--- src/rtl/sdram_pkg.sv ---
// Shared constants and state encoding for the SDRAM power-up initialisation sequencer.
package sdram_pkg;

    // Command pin order is {CS_n, RAS_n, CAS_n, WE_n}
    localparam logic [3:0] CMD_NOP   = 4'b0111;
    localparam logic [3:0] CMD_PRECH = 4'b0010;
    localparam logic [3:0] CMD_AREF  = 4'b0001;
    localparam logic [3:0] CMD_LMR   = 4'b0000;

    localparam int A10_IDX = 10;

    typedef enum logic [3:0] {
        ST_WAIT_PWR,
        ST_PRECH,
        ST_WAIT_RP,
        ST_AREF,
        ST_WAIT_RFC,
        ST_LMR,
        ST_WAIT_MRD,
        ST_EMRS,
        ST_WAIT_EMRD,
        ST_DONE
    } init_state_e;

    function automatic int max_int(input int a, input int b);
        return (a > b) ? a : b;
    endfunction

endpackage

--- src/rtl/sdram_init_ctrl_if.sv ---
// Command/address bus between the initialisation sequencer (master) and the SDRAM/arbiter side (slave).
interface sdram_init_ctrl_if #(
    parameter int ADDR_W = 13,
    parameter int BA_W   = 2
);
    logic              reinit_req;
    logic [3:0]        cmd_reg;
    logic [BA_W-1:0]   sdram_ba;
    logic [ADDR_W-1:0] sdram_addr;
    logic              init_end_flag;

    modport master (
        input  reinit_req,
        output cmd_reg, sdram_ba, sdram_addr, init_end_flag
    );

    modport slave (
        output reinit_req,
        input  cmd_reg, sdram_ba, sdram_addr, init_end_flag
    );
endinterface

--- src/rtl/sdram_delay_cnt.sv ---
// Loadable down-counter; done is high during the last cycle of a loaded wait of N cycles.
module sdram_delay_cnt #(
    parameter int W = 8
) (
    input  logic         clk,
    input  logic         rst_n,
    input  logic         load,
    input  logic [W-1:0] load_val,
    output logic         done
);
    logic [W-1:0] cnt_q, cnt_d;

    // Saturates at zero so an unserviced wait can never wrap into a spurious done.
    always_comb begin
        cnt_d = cnt_q;
        if (load) begin
            cnt_d = load_val;
        end else if (cnt_q != '0) begin
            cnt_d = cnt_q - W'(1);
        end
    end

    always_ff @(posedge clk) begin
        if (!rst_n) begin
            cnt_q <= '0;
        end else begin
            cnt_q <= cnt_d;
        end
    end

    assign done = (cnt_q == W'(1));

endmodule

--- src/rtl/sdram_init_ctrl.sv ---
// Parametrised SDRAM power-up initialiser: power-up wait, PRECHARGE ALL, AUTO REFRESH x N, LOAD MODE.
// Define SDRAM_INIT_EMRS_EN to add an extended mode register load (EMR_VAL) before completion.
module sdram_init_ctrl
    import sdram_pkg::*;
#(
    parameter int          CLK_PERIOD_NS = 10,
    parameter int          T_POWERUP_US  = 200,
    parameter int          T_RP_CYC      = 2,
    parameter int          T_RFC_CYC     = 7,
    parameter int          T_MRD_CYC     = 2,
    parameter int          AREF_NUM      = 8,
    parameter int          ADDR_W        = 13,
    parameter int          BA_W          = 2,
    parameter logic [2:0]  CAS_LAT       = 3'd3,
    parameter logic [2:0]  BURST_LEN     = 3'b011,
    parameter logic        BURST_TYPE    = 1'b0
`ifdef SDRAM_INIT_EMRS_EN
    ,
    parameter logic [ADDR_W-1:0] EMR_VAL = '0
`endif
) (
    input  logic               sysclk_100M,
    input  logic               rst_n,
    sdram_init_ctrl_if.master  bus
);
    localparam int PWR_CYC  = T_POWERUP_US * 1000 / CLK_PERIOD_NS;
    localparam int MAX_WAIT = max_int(max_int(PWR_CYC, T_RP_CYC), max_int(T_RFC_CYC, T_MRD_CYC));
    localparam int CNT_W    = $clog2(MAX_WAIT + 1);
    localparam int AREF_W   = $clog2(AREF_NUM + 1);

    localparam logic [ADDR_W-1:0] MODE_WORD = ADDR_W'({3'b000, CAS_LAT, BURST_TYPE, BURST_LEN});
    localparam logic [ADDR_W-1:0] PALL_WORD = {{(ADDR_W-1){1'b0}}, 1'b1} << A10_IDX;

    init_state_e       state_q, state_d;
    logic [3:0]        cmd_q, cmd_d;
    logic [BA_W-1:0]   ba_q, ba_d;
    logic [ADDR_W-1:0] addr_q, addr_d;
    logic              init_end_q, init_end_d;
    logic [AREF_W-1:0] aref_cnt_q, aref_cnt_d;
    logic              pwr_armed_q, pwr_armed_d;

    logic              dly_load;
    logic [CNT_W-1:0]  dly_val;
    logic              dly_done;
    logic              start_prech;

    sdram_delay_cnt #(.W(CNT_W)) u_delay (
        .clk      (sysclk_100M),
        .rst_n    (rst_n),
        .load     (dly_load),
        .load_val (dly_val),
        .done     (dly_done)
    );

    // Command states share their wait state's logic so a one-cycle wait still works.
    always_comb begin
        state_d     = state_q;
        cmd_d       = CMD_NOP;
        ba_d        = '0;
        addr_d      = '0;
        init_end_d  = init_end_q;
        aref_cnt_d  = aref_cnt_q;
        pwr_armed_d = pwr_armed_q;
        dly_load    = 1'b0;
        dly_val     = '0;
        start_prech = 1'b0;

        case (state_q)
            ST_WAIT_PWR: begin
                if (!pwr_armed_q) begin
                    pwr_armed_d = 1'b1;
                    dly_load    = 1'b1;
                    dly_val     = CNT_W'(PWR_CYC);
                end else if (dly_done) begin
                    start_prech = 1'b1;
                end
            end
            ST_PRECH, ST_WAIT_RP: begin
                state_d = ST_WAIT_RP;
                if (dly_done) begin
                    state_d    = ST_AREF;
                    cmd_d      = CMD_AREF;
                    aref_cnt_d = aref_cnt_q + AREF_W'(1);
                    dly_load   = 1'b1;
                    dly_val    = CNT_W'(T_RFC_CYC);
                end
            end
            ST_AREF, ST_WAIT_RFC: begin
                state_d = ST_WAIT_RFC;
                if (dly_done) begin
                    dly_load = 1'b1;
                    if (aref_cnt_q == AREF_W'(AREF_NUM)) begin
                        state_d = ST_LMR;
                        cmd_d   = CMD_LMR;
                        addr_d  = MODE_WORD;
                        dly_val = CNT_W'(T_MRD_CYC);
                    end else begin
                        state_d    = ST_AREF;
                        cmd_d      = CMD_AREF;
                        aref_cnt_d = aref_cnt_q + AREF_W'(1);
                        dly_val    = CNT_W'(T_RFC_CYC);
                    end
                end
            end
            ST_LMR, ST_WAIT_MRD: begin
                state_d = ST_WAIT_MRD;
                if (dly_done) begin
`ifdef SDRAM_INIT_EMRS_EN
                    state_d  = ST_EMRS;
                    cmd_d    = CMD_LMR;
                    ba_d     = BA_W'(2);
                    addr_d   = EMR_VAL;
                    dly_load = 1'b1;
                    dly_val  = CNT_W'(T_MRD_CYC);
`else
                    state_d    = ST_DONE;
                    init_end_d = 1'b1;
`endif
                end
            end
`ifdef SDRAM_INIT_EMRS_EN
            ST_EMRS, ST_WAIT_EMRD: begin
                state_d = ST_WAIT_EMRD;
                if (dly_done) begin
                    state_d    = ST_DONE;
                    init_end_d = 1'b1;
                end
            end
`endif
            ST_DONE: begin
                if (bus.reinit_req) begin
                    start_prech = 1'b1;
                end
            end
            default: begin
                state_d     = ST_WAIT_PWR;
                pwr_armed_d = 1'b0;
                init_end_d  = 1'b0;
            end
        endcase

        // Shared entry into the sequence from both the power-up wait and a re-init request.
        if (start_prech) begin
            state_d    = ST_PRECH;
            cmd_d      = CMD_PRECH;
            addr_d     = PALL_WORD;
            aref_cnt_d = '0;
            init_end_d = 1'b0;
            dly_load   = 1'b1;
            dly_val    = CNT_W'(T_RP_CYC);
        end
    end

    always_ff @(posedge sysclk_100M) begin
        if (!rst_n) begin
            state_q     <= ST_WAIT_PWR;
            cmd_q       <= CMD_NOP;
            ba_q        <= '0;
            addr_q      <= '0;
            init_end_q  <= 1'b0;
            aref_cnt_q  <= '0;
            pwr_armed_q <= 1'b0;
        end else begin
            state_q     <= state_d;
            cmd_q       <= cmd_d;
            ba_q        <= ba_d;
            addr_q      <= addr_d;
            init_end_q  <= init_end_d;
            aref_cnt_q  <= aref_cnt_d;
            pwr_armed_q <= pwr_armed_d;
        end
    end

    assign bus.cmd_reg       = cmd_q;
    assign bus.sdram_ba      = ba_q;
    assign bus.sdram_addr    = addr_q;
    assign bus.init_end_flag = init_end_q;

endmodule
--- src/flat_wrapper.sv ---
// flat-port wrapper written by rule: the top's interface ports become plain ports
module sdram_init_ctrl_flat import sdram_pkg::*;
#(
    parameter int          CLK_PERIOD_NS = 10,
    parameter int          T_POWERUP_US  = 200,
    parameter int          T_RP_CYC      = 2,
    parameter int          T_RFC_CYC     = 7,
    parameter int          T_MRD_CYC     = 2,
    parameter int          AREF_NUM      = 8,
    parameter int          ADDR_W        = 13,
    parameter int          BA_W          = 2,
    parameter logic [2:0]  CAS_LAT       = 3'd3,
    parameter logic [2:0]  BURST_LEN     = 3'b011,
    parameter logic        BURST_TYPE    = 1'b0

)
  (sysclk_100M, rst_n, bus_reinit_req, bus_cmd_reg, bus_sdram_ba, bus_sdram_addr, bus_init_end_flag);
  sdram_init_ctrl_if #(.ADDR_W(ADDR_W), .BA_W(BA_W)) bus_i ();
  input  logic sysclk_100M;
  input  logic rst_n;
  input wire logic [$bits(bus_i.reinit_req)-1:0] bus_reinit_req;
  output wire logic [$bits(bus_i.cmd_reg)-1:0] bus_cmd_reg;
  output wire logic [$bits(bus_i.sdram_ba)-1:0] bus_sdram_ba;
  output wire logic [$bits(bus_i.sdram_addr)-1:0] bus_sdram_addr;
  output wire logic [$bits(bus_i.init_end_flag)-1:0] bus_init_end_flag;
  assign bus_i.reinit_req = bus_reinit_req;
  assign bus_cmd_reg = bus_i.cmd_reg;
  assign bus_sdram_ba = bus_i.sdram_ba;
  assign bus_sdram_addr = bus_i.sdram_addr;
  assign bus_init_end_flag = bus_i.init_end_flag;
  sdram_init_ctrl #(.CLK_PERIOD_NS(CLK_PERIOD_NS), .T_POWERUP_US(T_POWERUP_US), .T_RP_CYC(T_RP_CYC), .T_RFC_CYC(T_RFC_CYC), .T_MRD_CYC(T_MRD_CYC), .AREF_NUM(AREF_NUM), .ADDR_W(ADDR_W), .BA_W(BA_W), .CAS_LAT(CAS_LAT), .BURST_LEN(BURST_LEN), .BURST_TYPE(BURST_TYPE)) u_core (.sysclk_100M(sysclk_100M), .rst_n(rst_n), .bus(bus_i));
endmodule
--- config.mk ---
export PLATFORM = sky130hd
export DESIGN_NAME = sdram_init_ctrl_flat
export DESIGN_NICKNAME = d
export VERILOG_FILES = /design/src/rtl/sdram_pkg.sv /design/src/rtl/sdram_init_ctrl_if.sv /design/src/rtl/sdram_delay_cnt.sv /design/src/rtl/sdram_init_ctrl.sv /design/src/flat_wrapper.sv
export SDC_FILE = /design/constraint.sdc
export NUM_CORES = 1
export LEC_CHECK = 0
export ABC_CLOCK_PERIOD_IN_PS = 2600
export CORE_UTILIZATION = 55
export DETAILED_ROUTE_END_ITERATION = 8
export PLACE_DENSITY = 0.79
export RECOVER_POWER = 25
export SLEW_MARGIN = 20
export SYNTH_ARGS = -nofsm -noshare
export SYNTH_HDL_FRONTEND = slang
export SYNTH_SLANG_ARGS = --single-unit
--- constraint.sdc ---
create_clock -name sysclk_100M -period 2.6 [get_ports sysclk_100M]
set_input_delay 0.52 -clock sysclk_100M [delete_from_list [all_inputs] [get_ports sysclk_100M]]
set_output_delay 0.52 -clock sysclk_100M [all_outputs]
set_load 0.01 [all_outputs]
==> impl_metrics.csv <==
group,metric,value,unit
finish,drive_above_1_share,0.107,
synth,ys_dominant_reg_cell,"dfxtp_1",
setup_path,end_kind,"flip-flop",
sta,slew_violations,0,
placed_design,port_buffers,11,
finish,layout.cells.most_common_list,"30 x dfxtp_1, 25 x nor2_1, 17 x nand2_1",
floorplan,chipWidth,59.2,um
synth,ys.warnings.count,0,
floorplan,start_util,0.585,
sta,min_period_over_period,0.752,
finish,area_growth,5.91,%
route,drtAntennaViolNets,0,
sta,finalCriticalPeriod,1.96,ns
synth,synth-edff-count,0,
setup_path,reg2reg_depth,7,
sta,worstMarginPinSlew,0.557,ns
synth,syn_area,0.00180,mm2
setup_path,path_max_fanout,9,
hold_path,worstHoldPathType,"flip-flop to flip-flop",
clocking,cts_setup_buffers,0,
outcome,status,"completed",
pwr,p_leak,0.000711,uW
finish,layout.cells.non_filler,268,
finish,antenna_cells,0,
route,wl,3.52,mm
finish,top_register,"u_core.u_delay.cnt_q",
finish,final_common_cell,"dfxtp_1",
placed_design,gp_congestion,0.842,
finish,fillers,285,
route,wl_per_cell,13.1,um
setup_path,cp.required,2.82,ns
floorplan,die_area,0.00351,mm2
sta,final-hold-violation-count,0,
pwr,vdd_drop_max,0.311,mV
sta,slew_headroom,0.628,
floorplan,die_h,59.2,um
clocking,clkSlewWorstSetupHoldPaths,0.09,ns
clocking,tritoncts,"built",
clocking,cts-root-buf,"clkbuf_4",
synth,synth_cells,217,
route,drt_iter0_drc,84,
floorplan,ioPinCount,23,
clocking,hold_buffers,0,
sta,setup_viol_count_final,0,
grt,grt_pass1_wl,6.08,mm
grt,grt-ovfl-total,0,
synth,synth-seq-cells,30,
finish,reg.largest.list,"u_core.u_delay.cnt_q (15), u_core.aref_cnt_q (4), u_core.state_q (4)",
synth,synthArstFlopShare,0,
setup_path,arrival,2.17,ns
route,drc,0,
synth,synth-seq-area-share,0.334,
floorplan,core,0.00308,mm2
clocking,cts-buffers-inserted,5,
route,via_per_inst,5.76,
grt,grt_usage,0.235,
finish,fin_util,0.620,
clocking,cts.path.max_buffers,2,
sta,setup_tns,0,ns
sta,rsz0062_at_grt,"false",
grt,grt_pass1_vias,1364,
finish,largest_register_ffs,15,
finish,finalNetCount,230,
setup_path,startpoint_type,"flip-flop",
sta,finClkSkew,0.00433,ns
floorplan,rows,20,
grt,grt_max_degree,19,
grt,antenna_found_initial,0,
setup_path,critPathKind,"flip-flop to flip-flop",
clocking,htreeDepth,2,
placed_design,dp.cells,260,
clocking,insertion_delay,0.33,ns
pwr,p_per_area,550,mW/mm2
sta,fmax,511,MHz
synth,synth.avg_cell_area,8.30,um2
route,firstDrtPassIters,4,
synth,yosysUniqueCellTypes,54,
job,drv_cap,0,
placed_design,dp_hpwl,2.57,mm
clocking,clock-sinks,30,
clocking,cts_resized,0,
hold_path,hold_path_depth,2,
sta,whs,0.493,ns
route,via_count,1543,
-- area by class of cell --
cell class | instances | area [um2] | area share
clock buffers | 7 | 55.1 | 0.0289
clock inverters | 1 | 5.00 | 0.00262
inverters | 9 | 33.8 | 0.0177
multi-input cells | 164 | 1030 | 0.541
flip-flops and latches | 30 | 601 | 0.315
well taps | 44 | 55.1 | 0.0289
repair buffers | 13 | 125 | 0.0656
-- through the flow --
stage	total power (uW)	area [um2]	worst slack [ns]
final	1050	1910	0.645
after global routing	1110	1910	0.488
after CTS	1050	1910	0.645
after detailed placement	768	1850	0.632
after global placement	768	1850	0.660
after floorplan	729	1840	0.723
-- kinds of logic (layout without fill, tap and decap cells) --
group                    after synthesis  in the layout  share of synthesized area
AO/OA/AOI/OAI                         45             45                      0.177
XOR/XNOR                              10             10                     0.0486
adder cells (fa/ha/maj)                4              4                     0.0278
buffers and inverters                 33             30                      0.110
flip-flops                            30             30                      0.334
multiplexers                           2              2                     0.0111
other                                  1             11                    0.00208
AND/OR/NAND/NOR                       92             92                      0.290
-- cell usage after synthesis, drive strengths merged (3+ instances only) --
master | n | area [um2]
nand4 | 3 | 25.0
nor4 | 5 | 52.6
buf | 19 | 136
o21ai | 10 | 61.3
a21oi | 15 | 82.6
and4 | 4 | 40.0
and3 | 3 | 18.8
or4 | 3 | 22.5
nand3 | 8 | 45.0
xnor2 | 9 | 78.8
or3 | 6 | 37.5
nor2 | 25 | 93.8
ha | 4 | 50.1
nor3b | 4 | 30.0
dfxtp | 30 | 601
a31oi | 4 | 25.0
inv | 9 | 33.8
nand2 | 17 | 63.8
nor3 | 8 | 40.0
clkbuf | 5 | 28.8
-- metal layers --
layer,share of wire,vias up,GRT usage
met5,0,-,0
met4,0.022,0,0.105
met3,0.089,9,0.0808
met2,0.44,70,0.350
met1,0.45,704,0.304
li1,-,760,-
-- power by group --
part | internal (uW) | switching (uW) | total (uW)
logic | 99.1 | 137 | 237
clock network | 131 | 157 | 287
registers | 487 | 37.9 | 525
-- worst max-delay path, cell delays in order (launching register included) --
cell,delay [ns]
dfxtp_1,0.38
inv_1,0.09
ha_1,0.32
nor3b_1,0.18
and4_2,0.32
nor4_1,0.30
xnor2_1,0.19
nor2_1,0.06
-- final timing paths --
kind / from / end / slack, ns
worst max-delay path: u_core.u_delay.cnt_q[0] / u_core.u_delay.cnt_q[13] / 0.64
worst min-delay path: u_core.bus.init_end_flag / u_core.bus.init_end_flag / 0.49
worst max register to register: u_core.u_delay.cnt_q[0] / u_core.u_delay.cnt_q[13] / 0.64
worst min register to register: u_core.bus.init_end_flag / u_core.bus.init_end_flag / 0.49
No activity file was read; power rests on OpenSTA's default activity.
